## src/rtl/multimode_led_counter.sv

```systemverilog
// rtl/multimode_led_counter.sv - prescaled LED counter with up/down/bounce/Gray modes and load
module multimode_led_counter #(
    parameter int WIDTH = 8,
    parameter int DIV_W = 24
) (
    input  logic             wClk,
    input  logic             wRst,
    input  logic             iEn,
    input  logic [1:0]       iMode,
    input  logic [DIV_W-1:0] iDiv,
    input  logic [WIDTH-1:0] iLimit,
    input  logic             iLoad,
    input  logic [WIDTH-1:0] iLoadVal,
    output logic [WIDTH-1:0] rOutCount,
    output logic             oTick,
    output logic             oWrap
);

    typedef enum logic [1:0] {
        MODE_UP     = 2'd0,
        MODE_DOWN   = 2'd1,
        MODE_BOUNCE = 2'd2,
        MODE_GRAY   = 2'd3
    } mode_t;

    typedef enum logic {
        DIR_UP   = 1'b0,
        DIR_DOWN = 1'b1
    } dir_t;

    logic [DIV_W-1:0] pre, pre_next;
    logic [WIDTH-1:0] cnt, cnt_next;
    logic [WIDTH-1:0] out_next;
    dir_t             dir, dir_next;
    logic             tick_next, wrap_next;
    logic             step;
    mode_t            mode;

    assign mode = mode_t'(iMode);
    assign step = iEn && (pre >= iDiv);

    // State and output registers; reset first, then the precomputed next values
    always_ff @(posedge wClk) begin
        if (wRst) begin
            pre       <= '0;
            cnt       <= '0;
            dir       <= DIR_UP;
            rOutCount <= '0;
            oTick     <= 1'b0;
            oWrap     <= 1'b0;
        end else begin
            pre       <= pre_next;
            cnt       <= cnt_next;
            dir       <= dir_next;
            rOutCount <= out_next;
            oTick     <= tick_next;
            oWrap     <= wrap_next;
        end
    end

    // Next-state: load beats tick; a tick steps the count per mode; Gray only changes encoding
    always_comb begin
        pre_next  = pre;
        cnt_next  = cnt;
        dir_next  = dir;
        tick_next = 1'b0;
        wrap_next = 1'b0;

        if (iLoad) begin
            cnt_next = iLoadVal;
            pre_next = '0;
            dir_next = DIR_UP;
        end else if (iEn) begin
            if (step) begin
                pre_next  = '0;
                tick_next = 1'b1;
                case (mode)
                    MODE_DOWN: begin
                        if (cnt == '0) begin
                            cnt_next  = iLimit;
                            wrap_next = 1'b1;
                        end else if (cnt > iLimit) begin
                            cnt_next = iLimit;
                        end else begin
                            cnt_next = cnt - WIDTH'(1);
                        end
                    end
                    MODE_BOUNCE: begin
                        if (dir == DIR_UP) begin
                            if (cnt >= iLimit) begin
                                // Only reachable at zero when the limit is zero: treat as a bottom turnaround
                                if (cnt == '0) begin
                                    cnt_next  = '0;
                                    wrap_next = 1'b1;
                                end else begin
                                    dir_next = DIR_DOWN;
                                    cnt_next = cnt - WIDTH'(1);
                                end
                            end else begin
                                cnt_next = cnt + WIDTH'(1);
                            end
                        end else begin
                            if (cnt == '0) begin
                                dir_next  = DIR_UP;
                                cnt_next  = {{(WIDTH-1){1'b0}}, (iLimit != '0)};
                                wrap_next = 1'b1;
                            end else begin
                                cnt_next = cnt - WIDTH'(1);
                            end
                        end
                    end
                    default: begin
                        if (cnt >= iLimit) begin
                            cnt_next  = '0;
                            wrap_next = 1'b1;
                        end else begin
                            cnt_next = cnt + WIDTH'(1);
                        end
                    end
                endcase
            end else begin
                pre_next = pre + DIV_W'(1);
            end
        end

        if (mode != MODE_BOUNCE) begin
            dir_next = DIR_UP;
        end

        out_next = (mode == MODE_GRAY) ? (cnt_next ^ (cnt_next >> 1)) : cnt_next;
    end

endmodule

```

## config.mk

```make
export PLATFORM = sky130hd
export DESIGN_NAME = multimode_led_counter
export DESIGN_NICKNAME = d
export VERILOG_FILES = /design/src/rtl/multimode_led_counter.sv
export SDC_FILE = /design/constraint.sdc
export NUM_CORES = 1
export LEC_CHECK = 0
export CORE_UTILIZATION = 50
export CTS_CLUSTER_SIZE = 16
export DETAILED_ROUTE_END_ITERATION = 7
export GPL_ROUTABILITY_DRIVEN = 0
export GPL_TIMING_DRIVEN = 0
export PLACE_DENSITY = 0.72
export SETUP_SLACK_MARGIN = 0.4
export SYNTH_ARGS = -nofsm -noshare
export SYNTH_HDL_FRONTEND = slang
export SYNTH_SLANG_ARGS = --single-unit
```

## constraint.sdc

```tcl
create_clock -name wClk -period 3.7 [get_ports wClk]
set_clock_uncertainty 0.15 [all_clocks]
set_input_delay 0.74 -clock wClk [delete_from_list [all_inputs] [get_ports wClk]]
set_output_delay 0.74 -clock wClk [all_outputs]
set_load 0.005 [all_outputs]
```

* Word-level counts from Yosys, hierarchy flattened
Cells that the tools add are included.
** Operators by class
- $add $sub $neg :: 3
- $lt $le $gt $ge :: 3
- Eq/ne operators :: 4
- Multiplexer cells :: 22
- Bitwise operators :: 3
- Reduce and logical (&&, ||, !) cells :: 8
** Operators by type and width (count)
- 8-bit 2-to-1 mux :: 11
- 24-bit by 1-bit adder with 24-bit output, second input constant :: 1
- 24-bit >= comparator :: 1
- 24-bit 2-to-1 mux :: 1
- 8-bit case mux with 2 select lines :: 1
- 8-bit by 1-bit adder with 8-bit output, second input constant :: 1
- 8-bit >= comparator :: 1
- 8-bit greater-than comparator :: 1
- 8-bit logical NOT :: 1
- 1-bit 2-to-1 mux :: 8
- 8-bit nonzero test :: 1
- 8-bit by 1-bit subtractor with 8-bit output, second input constant :: 1
- 8-bit by 7-bit XOR with 8-bit output :: 1
- 3-bit OR reduction :: 2
- 2-bit equality test, second input constant :: 2
- 4-bit OR reduction :: 1
- 3-bit AND reduction :: 1
- 2-bit by 1-bit equality test with 1-bit output, second input constant :: 1
- 2-bit inequality test, second input constant :: 1
- 1-bit inverter :: 2
- 1-bit case mux with 2 select lines :: 1
- 2-bit OR reduction :: 1
- 1-bit logical AND :: 1
** Word-level totals
- Flip-flop bits (word level) :: 43
- Input port bits :: 46
- Output and inout port bits :: 10
- Word-level logic and storage cells :: 49

* Logic depth before layout (Yosys ltp)
- Depth in word-level cells :: 10
- Depth in mapped cells :: 12
- Depth with buffers taken out :: 11

* Least setup slack after synthesis
Ideal clock, no wire load.
- Kind :: input-to-reg
- Start :: input iLimit[7]
- End :: register rOutCount[1]
- Setup time :: 0.078 ns
- Data arrival time :: 2.948 ns
- Required time :: 3.472 ns
- Path slack :: 0.525 ns
- Stages :: 12
- Buffers on the path :: 1
- Path through :: inv_1 ha_1 nand4_1 nor2_1 a211o_1 and3_4 buf_6 mux2i_1 o41a_1 a221o_1 and3b_1 nor3_1
** On the way
- Cells in the longest elaborated chain, start to end :: 9
- Elaborated cells on any way between the ends :: 13
- Classes of those cells :: order compare: 2; mux: 10; bitwise: 1
** RTL lines
- from (decl) :: line 11 : input logic [WIDTH-1:0] iLimit,
- 8-bit >= comparator / 8-bit greater-than comparator (equally long branches) :: line 90, 113, 82
- 8-bit 2-to-1 mux, on equally long branches :: line 90, 82
- 8-bit 2-to-1 mux, on equally long branches :: line 89, 79
- 8-bit case mux with 2 select lines * :: line 77 : case (mode)
- 8-bit 2-to-1 mux * :: line 74 : if (step) begin
- 8-bit 2-to-1 mux * :: line 73 : end else if (iEn) begin
- 8-bit 2-to-1 mux * :: line 69 : if (iLoad) begin
- 8-bit by 7-bit XOR with 8-bit output :: line 130 : out_next = (mode == MODE_GRAY) ? (cnt_next ^ (cnt_next >> 1)) : cnt_next;
- 8-bit 2-to-1 mux * :: line 130
- to (signal assigned) :: line 55 : rOutCount <= out_next;
- to (decl) :: line 14 : output logic [WIDTH-1:0] rOutCount,
Mark *: on every way between the ends. The rest lies on a longest branch, timed or not.
A chain may end at the register's enable or synchronous reset.

* Worst setup path after layout
- Start :: input iDiv[6]
- End :: register rOutCount[2]
** On the way
- Cells in the longest elaborated chain, start to end :: 7
** RTL lines
- from (decl) :: line 10 : input logic [DIV_W-1:0] iDiv,
- 24-bit >= comparator * :: line 40 : assign step = iEn && (pre >= iDiv);
- 1-bit logical AND * :: line 40
- 8-bit 2-to-1 mux * :: line 74
- 8-bit 2-to-1 mux * :: line 73
- 8-bit 2-to-1 mux * :: line 69
- 8-bit by 7-bit XOR with 8-bit output :: line 130
- 8-bit 2-to-1 mux * :: line 130
Marked as above.

==> results.md <==
- Routed length per placed instance: 15.7 um
- Post-synth EDFFs: 0
- Clock power share: 29.7%
- RSZ-0062 raised after global routing: false
- Fmax: 307 MHz
- Vias: 3509
- Power Density: 248 nW/um2
- FFs w/ async S/R, synth: 0%
- Slew headroom: 56.7%
- Tmin final: 3260 ps
- Flops & latches, synth: 42
- Clock-pin slew of the registers on the worst-case setup and hold paths: 80 ps
- Port bufs: 54
- Initial DRC count: 269
- Critical path, cell by cell: clkdlybuf4s50_1 > inv_1 > ha_1 > a21oi_2 > nor3_2 > or3_4 > a211oi_4 > o21ai_4 > and2_4 > buf_6 > a32oi_2 > xor2_1 > nor2_1
- Post-DP HPWL: 6810 um
- Static Leak: 2.12 nW
- Sum Neg Setup Slack: 0 ps
- Max FO, Critical Path: 6
- Final Hold Violating Endpoints: 0
- Final period util: 88.0%
- GR Overflow Total: 0
- Yosys warnings: 0
- Reg power frac: 39.5%
- Antenna cells: 0
- Number of iterations in the first detailed-routing pass: 4
- Most frequent cell after synthesis: nor2_1
- CTS Hold Buffers Added: 0
- Antenna violations before repair: 0
- CP top delay family: compound AO/OA/AOI/OAI gates
- CTS tree: done
- Top cell type's share of synthesized area: 23.7%
- Xor and xnor area share after synthesis: 9.87%
- Register area share after synthesis: 23.7%
- Overall power: 1.20 mW
- Core Rows: 30
- Routed Antenna Nets: 0
- Routed vias/inst: 5.64
- Register Area: 842 um2
- Overall Global Routing Usage: 25.3%
- Clk sinks: 42
- Peak VDD IR: 0.000224 V
- H-tree levels: 2
- Synth Cell Area: 3550 um2
- Crit path DAT: 3280 ps
- Root buf cell: clkbuf_8
- Nets@finish: 610
- Cell with the largest stage delay on the worst path: clkdlybuf4s50_1
- Starting Density: 52.0%
- Mapped Avg Cell Area: 7.93 um2
- CTS buffer count: 5
- Max-cap violations: 0
- Comb pwr share: 30.7%
- Hold Crit Class: flop to flop
- P_int: 0.845 mW
- Compound-Gate Fraction of Synth Area: 17.2%
- Die W: 86.3 um
- Pin count of the biggest net entering global routing: 14
- CTS max path bufs: 2
- Area delta synth->final: 36.6%
- Netlist cell types: 67
- IO Pins: 56
- Status: finished clean
- Multi-input gate area: 2740 um2
- Net Switching: 0.356 mW
- Die area: 7440 um2
- Area leader, netlist: dfxtp_1
- Critical path endpoint category: flop
- Core area: 6830 um2
- Filler cells: 540
- Cells after Synth: 448
- Drt drc: 0
- Drt total wl: 9750 um
- Max-slew violation count: 0
- First-pass GRT wire length: 14900 um
- Simple-gate share of the synthesized area: 23.3%
- Worst-Margin Slew: 642 ps
- Worst-Skew Late Latency: 290 ps
- Critical path type: primary input to flop
- Vias in the first global route: 3221
- Worst path max stage delay: 450 ps
- Synth top cells by count: nor2_1 (52), inv_1 (43), dfxtp_1 (42), nand2_1 (42), ha_1 (39)
- Layout cells sized above 1: 24.0%
- Setup Viol. Count Final: 0
- Switch share: 29.7%
- Main combinational cell family by area after synthesis: simple AND/OR/NAND/NOR gates
- Synth area leaders: dfxtp_1 (24%), ha_1 (14%), xor2_1 (6.2%)
- WP buf/inv: 3
- Adder-cell share of the synthesized area: 13.7%
- Startpoint type of the worst setup path: primary input
- Syn_nets: 533
- Predominant post-synthesis flop cell: dfxtp_1
- Post-synthesis mux area share: 2.54%
- Die height: 86.3 um
- Critical Path RT: 3720 ps
[sequential cells by signal, indices dropped and copies added (netlist names)]
signal	flops
rOutCount	8
dir	1
pre	24
oWrap	1
cnt	7
oTick	1
[tightest hold or removal path, stage by stage (launching register included)]
cell and delay [ps]:
dfxtp_1 360, xor2_1 70, nor2_1 70
[timing repair]
action,4_1_cts,5_1_grt
hold endpoints to repair,0,0
pin swaps,20,32
buffers inserted,9,7
endpoints found under the setup margin,41,30
gates resized for setup,51,80
[final timing paths]
| check | start | end | slack (ps) | cells past startpoint |
|---|---|---|---|---|
| worst min-delay path | pre[23]$_SDFFE_PP0P_ | pre[23]$_SDFFE_PP0P_ | 380 | 2 |
| worst max register to register | rOutCount[7]$_SDFF_PP0_ | rOutCount[1]$_SDFF_PP0_ | 510 | 10 |
| worst min register to register | pre[23]$_SDFFE_PP0P_ | pre[23]$_SDFFE_PP0P_ | 380 | 2 |
| worst max-delay path | iDiv[6] | rOutCount[2]$_SDFF_PP0_ | 440 | 13 |
[metal layers]
metal / global-route usage (%) / wire length, um / part of all wire, %
met2: 40.7 / 4600 / 47
met5: 0 / 0 / 0
met4: 7.12 / 116 / 1.2
met1: 34.7 / 4430 / 45
met3: 4.76 / 612 / 6.3
[stage by stage]
stage | hold WS [ps] | utilization [%] | area, um2 | std cells | setup slack (ps)
final | 380 | 71.0 | 4850 | 622 | 444
after global routing | 428 | 71.0 | 4850 | 622 | 355
after CTS | 382 | 66.7 | 4560 | 615 | 402
after detailed placement | 363 | 61.6 | 4210 | 598 | -423
after global placement | 352 | 61.6 | 4210 | 598 | -334
after floorplan | 333 | - | 3550 | 448 | 525
[cell usage in the layout, fill, tap and decap left out, types with 8 or more instances in the layout]
| cell type | instances |
|---|---|
| ha_4 | 15 |
| nand2_1 | 41 |
| buf_4 | 18 |
| a21oi_1 | 11 |
| nor2_1 | 51 |
| clkbuf_8 | 8 |
| dfxtp_1 | 41 |
| ha_1 | 23 |
| inv_1 | 28 |
| xnor2_1 | 15 |
| dlymetal6s2s_1 | 10 |
| inv_2 | 15 |
| nand3_1 | 15 |
| and3_1 | 11 |
| clkdlybuf4s50_1 | 36 |
| nand4_1 | 9 |
| xor2_1 | 25 |
| o21ai_0 | 11 |
[cell type report]
class | count | share of cell area (%)
multi-input combinational | 338 | 56.5
sequential | 42 | 17.4
timing repair buffer | 70 | 13.5
buffer | 25 | 4.62
inverter | 43 | 3.33
tap | 96 | 2.48
clock buffer | 5 | 1.42
clock inverter | 3 | 0.825
[cell families after synthesis]
group | after synthesis
xor+xnor | 40
fa+ha+maj | 39
mux | 8
flops | 42
simple gates | 165
buf+inv | 68
compound gates | 86
[power groups by stage]
| stage | clock (mW) | sequential, mW | combinational, mW |
|---|---|---|---|
| final | 0.357 | 0.475 | 0.369 |
| after global routing | 0.384 | 0.476 | 0.399 |
| after CTS | 0.363 | 0.474 | 0.335 |
| after detailed placement | 0 | 0.483 | 0.312 |
| after global placement | 0 | 0.483 | 0.307 |
| after floorplan | 0 | 0.481 | 0.202 |
Power figures use the tool's default switching activity.
